==> src/rtl/div_pkg.sv <==
// Shared state encoding, reset divisor and divisor helper for the divide-ratio arbiter.
package div_pkg;

  localparam int DEF_DIV_DFLT = 4;
  // Widest divisor eff_div handles; callers zero-extend narrower values.
  localparam int DIV_W = 64;

  typedef enum logic [0:0] {
    IDLE = 1'b0,
    WAIT = 1'b1
  } state_e;

  function automatic logic [DIV_W-1:0] eff_div(input logic [DIV_W-1:0] d);
    return (d == '0) ? DIV_W'(1) : d;
  endfunction

endpackage

==> src/rtl/div_ratio_arb_if.sv <==
// Requester/status bundle of the divide-ratio arbiter.
interface div_ratio_arb_if #(
  parameter int WIDE = 32,
  parameter int NREQ = 4
) ();

  localparam int GW = $clog2(NREQ);

  logic [NREQ-1:0]      iREQ;
  logic [NREQ*WIDE-1:0] iDIV;
  logic [NREQ-1:0]      oACK;
  logic [WIDE-1:0]      oDIV;
  logic                 oTICK;
  logic                 oLOAD;
  logic                 oBUSY;
  logic [GW-1:0]        oGNT;

  modport master (
    output iREQ, iDIV,
    input  oACK, oDIV, oTICK, oLOAD, oBUSY, oGNT
  );

  modport slave (
    input  iREQ, iDIV,
    output oACK, oDIV, oTICK, oLOAD, oBUSY, oGNT
  );

endinterface

==> src/rtl/rr_arb.sv <==
// Combinational round-robin pick: first set request at or after ptr_i, wrapping.
module rr_arb #(
  parameter  int NREQ = 4,
  localparam int IW   = $clog2(NREQ)
) (
  input  logic [NREQ-1:0] req_i,
  input  logic [IW-1:0]   ptr_i,
  output logic [IW-1:0]   gnt_o,
  output logic            valid_o
);

  localparam logic [IW:0] NR = (IW+1)'(NREQ);

  logic [NREQ-1:0] rot;
  logic [IW-1:0]   off;
  logic [IW:0]     sum;

  // Rotate so bit 0 is the requester the pointer names.
  assign rot = NREQ'({req_i, req_i} >> ptr_i);

  always_comb begin
    off = '0;
    for (int i = NREQ - 1; i >= 0; i--) begin
      if (rot[i]) off = IW'(i);
    end
  end

  assign sum     = {1'b0, ptr_i} + {1'b0, off};
  assign gnt_o   = (sum >= NR) ? IW'(sum - NR) : sum[IW-1:0];
  assign valid_o = |req_i;

endmodule

==> src/rtl/div_ratio_arb.sv <==
// Programmable tick divider whose ratio is changed by round-robin arbitrated
// requesters; new ratios take effect only at a period boundary.
module div_ratio_arb import div_pkg::*; #(
  parameter int WIDE    = 32,
  parameter int NREQ    = 4,
  parameter int DEF_DIV = DEF_DIV_DFLT
) (
  input  logic            iCLK,
  input  logic            iRST,
  div_ratio_arb_if.slave  bus
);

  localparam int GW = $clog2(NREQ);

  state_e          state_q, state_d;
  logic [WIDE-1:0] cnt_q, cnt_d;
  logic [WIDE-1:0] div_q, div_d;
  logic [WIDE-1:0] pend_q, pend_d;
  logic [GW-1:0]   gnt_q, gnt_d;
  logic [GW-1:0]   ptr_q, ptr_d;
  logic [NREQ-1:0] ack_q, ack_d;
  logic            load_q, load_d;

  logic [WIDE-1:0] eff;
  logic [WIDE-1:0] last;
  logic            tick;
  logic [NREQ-1:0] req_avail;
  logic [GW-1:0]   arb_gnt;
  logic            arb_valid;
  logic [WIDE-1:0] div_arr [NREQ];

  for (genvar gi = 0; gi < NREQ; gi++) begin : g_unpack
    assign div_arr[gi] = bus.iDIV[gi*WIDE +: WIDE];
  end

  assign eff  = WIDE'(eff_div(DIV_W'(div_q)));
  assign last = eff - WIDE'(1);
  assign tick = (cnt_q == last);

  // A requester still high in its ACK cycle is not re-granted; it must stay
  // high one more cycle to count as a new request.
  assign req_avail = bus.iREQ & ~ack_q;

  rr_arb #(.NREQ(NREQ)) u_arb (
    .req_i   (req_avail),
    .ptr_i   (ptr_q),
    .gnt_o   (arb_gnt),
    .valid_o (arb_valid)
  );

  always_comb begin
    state_d = state_q;
    cnt_d   = tick ? '0 : cnt_q + WIDE'(1);
    div_d   = div_q;
    pend_d  = pend_q;
    gnt_d   = gnt_q;
    ptr_d   = ptr_q;
    ack_d   = '0;
    load_d  = 1'b0;
    case (state_q)
      IDLE: begin
        if (arb_valid) begin
          gnt_d   = arb_gnt;
          pend_d  = div_arr[arb_gnt];
          state_d = WAIT;
        end
      end
      WAIT: begin
        if (tick) begin
          div_d   = pend_q;
          cnt_d   = '0;
          ack_d   = NREQ'(1) << gnt_q;
          load_d  = 1'b1;
          ptr_d   = (gnt_q == GW'(NREQ - 1)) ? '0 : gnt_q + GW'(1);
          state_d = IDLE;
        end
      end
      default: state_d = IDLE;
    endcase
  end

  always_ff @(posedge iCLK) begin
    if (iRST) begin
      state_q <= IDLE;
      cnt_q   <= '0;
      div_q   <= WIDE'(DEF_DIV);
      pend_q  <= '0;
      gnt_q   <= '0;
      ptr_q   <= '0;
      ack_q   <= '0;
      load_q  <= 1'b0;
    end else begin
      state_q <= state_d;
      cnt_q   <= cnt_d;
      div_q   <= div_d;
      pend_q  <= pend_d;
      gnt_q   <= gnt_d;
      ptr_q   <= ptr_d;
      ack_q   <= ack_d;
      load_q  <= load_d;
    end
  end

  assign bus.oACK  = ack_q;
  assign bus.oDIV  = div_q;
  assign bus.oTICK = tick;
  assign bus.oLOAD = load_q;
  assign bus.oBUSY = (state_q == WAIT);
  assign bus.oGNT  = gnt_q;

endmodule

==> src/flat_wrapper.sv <==
// flat-port wrapper written by rule: the top's interface ports become plain ports
module div_ratio_arb_flat import div_pkg::*;
#(
  parameter int WIDE    = 32,
  parameter int NREQ    = 4,
  parameter int DEF_DIV = DEF_DIV_DFLT
)
  (iCLK, iRST, bus_iREQ, bus_iDIV, bus_oACK, bus_oDIV, bus_oTICK, bus_oLOAD, bus_oBUSY, bus_oGNT);
  div_ratio_arb_if #(.WIDE(WIDE), .NREQ(NREQ)) bus_i ();
  input  logic iCLK;
  input  logic iRST;
  input wire logic [$bits(bus_i.iREQ)-1:0] bus_iREQ;
  input wire logic [$bits(bus_i.iDIV)-1:0] bus_iDIV;
  output wire logic [$bits(bus_i.oACK)-1:0] bus_oACK;
  output wire logic [$bits(bus_i.oDIV)-1:0] bus_oDIV;
  output wire logic [$bits(bus_i.oTICK)-1:0] bus_oTICK;
  output wire logic [$bits(bus_i.oLOAD)-1:0] bus_oLOAD;
  output wire logic [$bits(bus_i.oBUSY)-1:0] bus_oBUSY;
  output wire logic [$bits(bus_i.oGNT)-1:0] bus_oGNT;
  assign bus_i.iREQ = bus_iREQ;
  assign bus_i.iDIV = bus_iDIV;
  assign bus_oACK = bus_i.oACK;
  assign bus_oDIV = bus_i.oDIV;
  assign bus_oTICK = bus_i.oTICK;
  assign bus_oLOAD = bus_i.oLOAD;
  assign bus_oBUSY = bus_i.oBUSY;
  assign bus_oGNT = bus_i.oGNT;
  div_ratio_arb #(.WIDE(WIDE), .NREQ(NREQ), .DEF_DIV(DEF_DIV)) u_core (.iCLK(iCLK), .iRST(iRST), .bus(bus_i));
endmodule
==> config.mk <==
export PLATFORM = sky130hd
export DESIGN_NAME = div_ratio_arb_flat
export DESIGN_NICKNAME = d
export VERILOG_FILES = /design/src/rtl/div_pkg.sv /design/src/rtl/div_ratio_arb_if.sv /design/src/rtl/rr_arb.sv /design/src/rtl/div_ratio_arb.sv /design/src/flat_wrapper.sv
export SDC_FILE = /design/constraint.sdc
export NUM_CORES = 1
export LEC_CHECK = 0
export BUFFER_PORTS_ARGS = -buffer_cell sky130_fd_sc_hd__buf_2
export CORE_ASPECT_RATIO = 0.6
export CORE_UTILIZATION = 40
export CTS_CLUSTER_DIAMETER = 200
export DETAILED_ROUTE_END_ITERATION = 8
export PLACE_DENSITY = 0.74
export SETUP_SLACK_MARGIN = 0.1
export SKIP_LAST_GASP = 1
export SLEW_MARGIN = 20
export SYNTH_ARGS = -nofsm -noshare
export SYNTH_HDL_FRONTEND = slang
export SYNTH_SLANG_ARGS = --single-unit
export TNS_END_PERCENT = 1
==> constraint.sdc <==
create_clock -name iCLK -period 5.9 [get_ports iCLK]
set_clock_uncertainty 0.2 [all_clocks]
set_input_delay 0.885 -clock iCLK [delete_from_list [all_inputs] [get_ports iCLK]]
set_output_delay 0.885 -clock iCLK [all_outputs]
set_load 0.005 [all_outputs]
Word-level counts from Yosys, hierarchy flattened
Cells that the tools add are included.
{ "word_totals": {"ff_bits": 106, "input_bits": 134, "out_inout_bits": 41, "word_cells": 47} }
{ "op_classes": {"n_addsub": 5, "order_cmp": 2, "n_eq_ne": 2, "shifts": 2, "n_mux": 17, "n_bitwise": 5, "reduce_logical": 6} }
{ "ops": {"columns": ["op", "n"], "rows": [
  ["$mux 32", 6],
  ["$bmux 32 s2", 1],
  ["$add 32x1->32 const B", 1],
  ["$eq 32x32->1", 1],
  ["$logic_not 32->1", 1],
  ["$sub 32x1->32 const B", 1],
  ["$mux 2", 6],
  ["$shr 8x2->4", 1],
  ["$ge 3x3->1 const B", 2],
  ["$and 4x4->4", 1],
  ["$not 4->4", 1],
  ["$reduce_and 2->1", 2],
  ["$reduce_or 4->1", 1],
  ["$shl 1x2->4 const A", 1],
  ["$add 2x2->3", 1],
  ["$mux 1", 3],
  ["$not 2->3", 1],
  ["$reduce_or 3->1", 1],
  ["$add 2x1->2 const B", 1],
  ["$eq 2x2->1 const B", 1],
  ["$not 1->1", 2],
  ["$pmux 1 s2", 1],
  ["$reduce_or 2->1", 1],
  ["$sub 2x1->2 const B", 1]
]} }

Logic depth before layout (Yosys ltp)
{ "logic_depth": {"depth_word": 14, "ltp_mapped": 17, "depth_no_buf": 14} }

By module
Synthesis repeated with hierarchy kept, for this count alone.
{ "hier_totals": {"hier_cells": 751, "area_unflattened_um2": 6837.8} }
{ "modules_own_cells": {"columns": ["module", "instances", "cells_per_inst", "area_each_um2", "seq_area_each_um2"], "rows": [
  ["div_ratio_arb", 1, 724, 6658.9, 2122.0],
  ["rr_arb", 1, 27, 178.9, 0.0]
]} }

Least setup slack after synthesis
OpenSTA, ideal clock, no wires.
{ "synth_timing": {"path_kind": "reg-to-output", "from": "reg u_core.div_q[26] (netlist: u_core.bus.oDIV[26])", "to": "out bus_oTICK", "t_arrival_ps": 3657, "t_required_ps": 4815, "path_slack_ps": 1158, "path_stages_with_launch": 15, "n_path_buf": 2, "path_cell_list": "dfxtp_1 > or4_1 > or3_4 > nor3_2 > nor2_1 > ha_1 > or3b_1 > nor3_1 > xnor2_1 > nor4_1 > nand4_1 > or3b_1 > buf_2 > clkbuf_1 > nor4_1"} }
{ "synth_between": {"elab_chain_cells": 4} }
{ "synth_lines": {"columns": ["item", "line", "text"], "rows": [
  ["start: declaration", "div_ratio_arb.sv:17", "logic [WIDE-1:0] div_q, div_d;"],
  ["start signal: assignment", "div_ratio_arb.sv:86", "div_q <= WIDE'(DEF_DIV);"],
  ["start signal: assignment", "div_ratio_arb.sv:95", "div_q <= div_d;"],
  ["$logic_not 32->1", "div_pkg.sv:14", "return (d == '0) ? DIV_W'(1) : d;"],
  ["$mux 32 *", "div_pkg.sv:14", null],
  ["$sub 32x1->32 *", "div_ratio_arb.sv:37", "assign last = eff - WIDE'(1);"],
  ["$eq 32x32->1 *", "div_ratio_arb.sv:38", "assign tick = (cnt_q == last);"],
  ["end: declaration", "flat_wrapper.sv:16", "output wire logic [$bits(bus_i.oTICK)-1:0] bus_oTICK;"]
]} }
Every way passes the cells marked *; elsewhere a longest branch is shown, timed or not.

Worst setup path after layout
{ "layout_timing": {"from": "reg u_core.div_q[0] (netlist: u_core.bus.oDIV[0])", "to": "out bus_oTICK"} }
Same word-level chain as after synthesis.

==> metrics.txt <==
Synthesis Warnings 0; clk sink count 106; Worst EP required 4.82 ns; Seq/Total Area, Yosys 32.0%; vias per inst 5.89; CTS tree yes; Hold Crit Class reg -> reg; DRC 0; Synth Instances 756; DRT iter0 DRCs 646; clock latency on the worst-skew pair 0.35 ns; share of cells above drive strength 1 31.9%; Worst setup SP type flip-flop; core area 0.0162 mm^2; crit-path cells or4_1 -> nor2_8 -> nand2_2 -> nor3_2 -> nor2_1 -> ha_1 -> or3b_1 -> nor3_1 -> xnor2_1 -> nor4_1 -> nand4_1 -> or3b_1 -> nor4_1 -> buf_2; Post-Layout Cell Count 1114; power density over cell area 342 mW/mm^2; Max-Cap Viols 0; Post-synth EDFFs 0; Final Max Tran Viols 0; Slew headroom 32.5%; Fmax achieved 181 MHz; largest net degree at the start of global routing 70; syn nets 894; P_leak 3.15 nW; final HPWL from detailed placement 15800 um; met3 usage 6.41%; initial antenna violation count 0; post-route ant nets 0; met2 track utilization from global routing 38.4%; dominant synthesized flop cell dfxtp_1; Std-Cell Rows 36; IO Port Bufs 174; CTS clk-pin slew, worst paths 0.07 ns; root buffer cell clkbuf_16; Setup CP Type reg -> out; vias in the first global route 6106; H-tree depth 3; CP arrival 4.44 ns; RSZ-0062 raised after global routing no; GRT Overall Usage 24.6%; fin crit period 5.52 ns; die width 168 um; outcome finished, final reports clean; Post-CTS Setup Repair Bufs 0; crit-path max cell delay 0.72 ns; Die H 102 um; CP max FO 10; Routability Congestion 0.945; commonest cells after routing, fill and taps aside buf_2, dfxtp_1, nand2_1; Tcrit/Tclk final 93.6%; # diodes 0; Top Ports 175; first-pass GRT wire length 32800 um; DR pass1 iterations 5; CP max-delay cell or4_1; commonest non-fill, non-tap cell in the layout buf_2; deepest clock path buffer count 2; flops & latches, synth 106; Crit. End Element primary output; total gr overflow 0; DIE AREA 0.0171 mm^2; actual slew at the worst max-slew pin 1.01 ns; Placed Instances 1098; Final setup viols 0; mapped cell area 0.00663 mm^2; Final Hold Vio Count 0; Post-CTS Resized 0; maximum VDD drop 0.000329 V; setup TNS 0 ns; CTS Buf Count 9; average cell area after synthesis 8.77 um^2; final net count 1038; Async SR Flop Fraction 0%; CTS Hold Bufs 0; Final Instance Area 0.00798 mm^2; Area Overhead vs Synth 20.4%; library cells used by synthesis 68; placed instance area 0.00766 mm^2; Top Usage Layer GRT met2; wire per inst 18.5 um; Detailed Route WL 20600 um; Initial Util 40.9%; M1 GR Usage 34.4%; via count 6565
final timing paths:
| check | cells after the start | end | slack (ns) | from |
|---|---|---|---|---|
| worst max register to register | 16 | u_core.cnt_q[2] | 0.80 | u_core.bus.oDIV[0] |
| worst max-delay path | 14 | bus_oTICK | 0.38 | u_core.bus.oDIV[0] |
| worst min-delay path | 2 | u_core.pend_q[12] | 0.26 | u_core.pend_q[12] |
| worst min register to register | 2 | u_core.pend_q[12] | 0.26 | u_core.pend_q[12] |
cell type report:
cell class                 instances  area (um^2)
clock buffer                      10          229
clock inverter                     6         73.8
fill                            1596         8230
inverter                          12         45.0
multi-input combinational        583         4270
sequential                       106         2120
tap                              209          262
timing repair buffer             188          976
critical path: cells and delay by family (launching register included):
| family | cells | cell delay [ns] |
|---|---|---|
| and+or+nand+nor | 11 | 3.09 |
| buffers and inverters | 1 | 0.19 |
| adders and majority gates | 1 | 0.26 |
| xor gates and xnor gates | 1 | 0.15 |
| DFF | 1 | 0.39 |
per-stage QoR:
| stage | hold WS [ns] | util, % | power (W) | worst slack, ns |
|---|---|---|---|---|
| finish | 0.260 | 49.2 | 0.00273 | 0.378 |
| global route | 0.276 | 49.2 | 0.00287 | 0.119 |
| CTS | 0.260 | 49.1 | 0.00270 | 0.349 |
| detailed placement | 0.248 | 47.2 | 0.00209 | 0.771 |
| global placement | 0.243 | 47.2 | 0.00208 | 0.748 |
| floorplan | 0.237 | - | 0.00174 | 1.16 |
flip-flops by register name (all words and copies together), names as in the netlist:
signal	cells
u_core.bus.oACK	4
u_core.bus.oGNT	2
u_core.bus.oDIV	32
u_core.bus.oBUSY	1
u_core.cnt_q	32
u_core.ptr_q	2
u_core.bus.oLOAD	1
u_core.pend_q	32
cells in the mapped netlist (4+ instances only):
cell / instances / area share [%]
nand4_1: 43 / 4.1
xnor2_1: 35 / 4.6
buf_2: 10 / 0.76
a21oi_1: 68 / 5.1
and3_1: 14 / 1.3
nor3_1: 16 / 1.2
a211oi_1: 6 / 0.68
nand2b_1: 8 / 0.76
nor2_1: 34 / 1.9
buf_1: 4 / 0.23
nor2b_1: 4 / 0.38
mux4_2: 32 / 11
nand3_1: 26 / 2.0
inv_1: 11 / 0.62
nor4_1: 12 / 1.1
nor4b_1: 4 / 0.53
nor2_2: 30 / 2.8
nand2_1: 91 / 5.2
or4_1: 8 / 0.91
xor2_1: 30 / 4.0
mux2i_1: 8 / 1.2
a311oi_1: 4 / 0.53
o21ai_0: 12 / 0.91
ha_1: 4 / 0.76
o31ai_1: 34 / 3.9
nor3b_1: 6 / 0.68
dfxtp_1: 106 / 32
clkbuf_1: 38 / 2.2
logic make-up (layout without fill, tap and decap cells):
kind of cell | after synthesis | after routing | synth area share, %
buffers and inverters | 67 | 216 | 4.32
xor gates and xnor gates | 66 | 66 | 8.93
muxes | 40 | 40 | 12.1
and+or+nand+nor | 320 | 320 | 26.6
DFF | 106 | 106 | 32.0
adders and majority gates | 4 | 4 | 0.755
AOI/OAI and AO/OA | 153 | 153 | 15.3
where the power goes:
part | internal (W) | switching (W)
clock network | 0.000335 | 0.000284
registers | 0.000780 | 0.0000670
logic | 0.000445 | 0.000816
routing by layer:
layer | vias up | share of wire [%]
met5 | - | 0
met4 | 0 | 1.3
met3 | 22 | 9.2
met2 | 314 | 42
met1 | 3136 | 47
li1 | 3093 | -
Note: power is estimated with default switching activity, not from simulation.
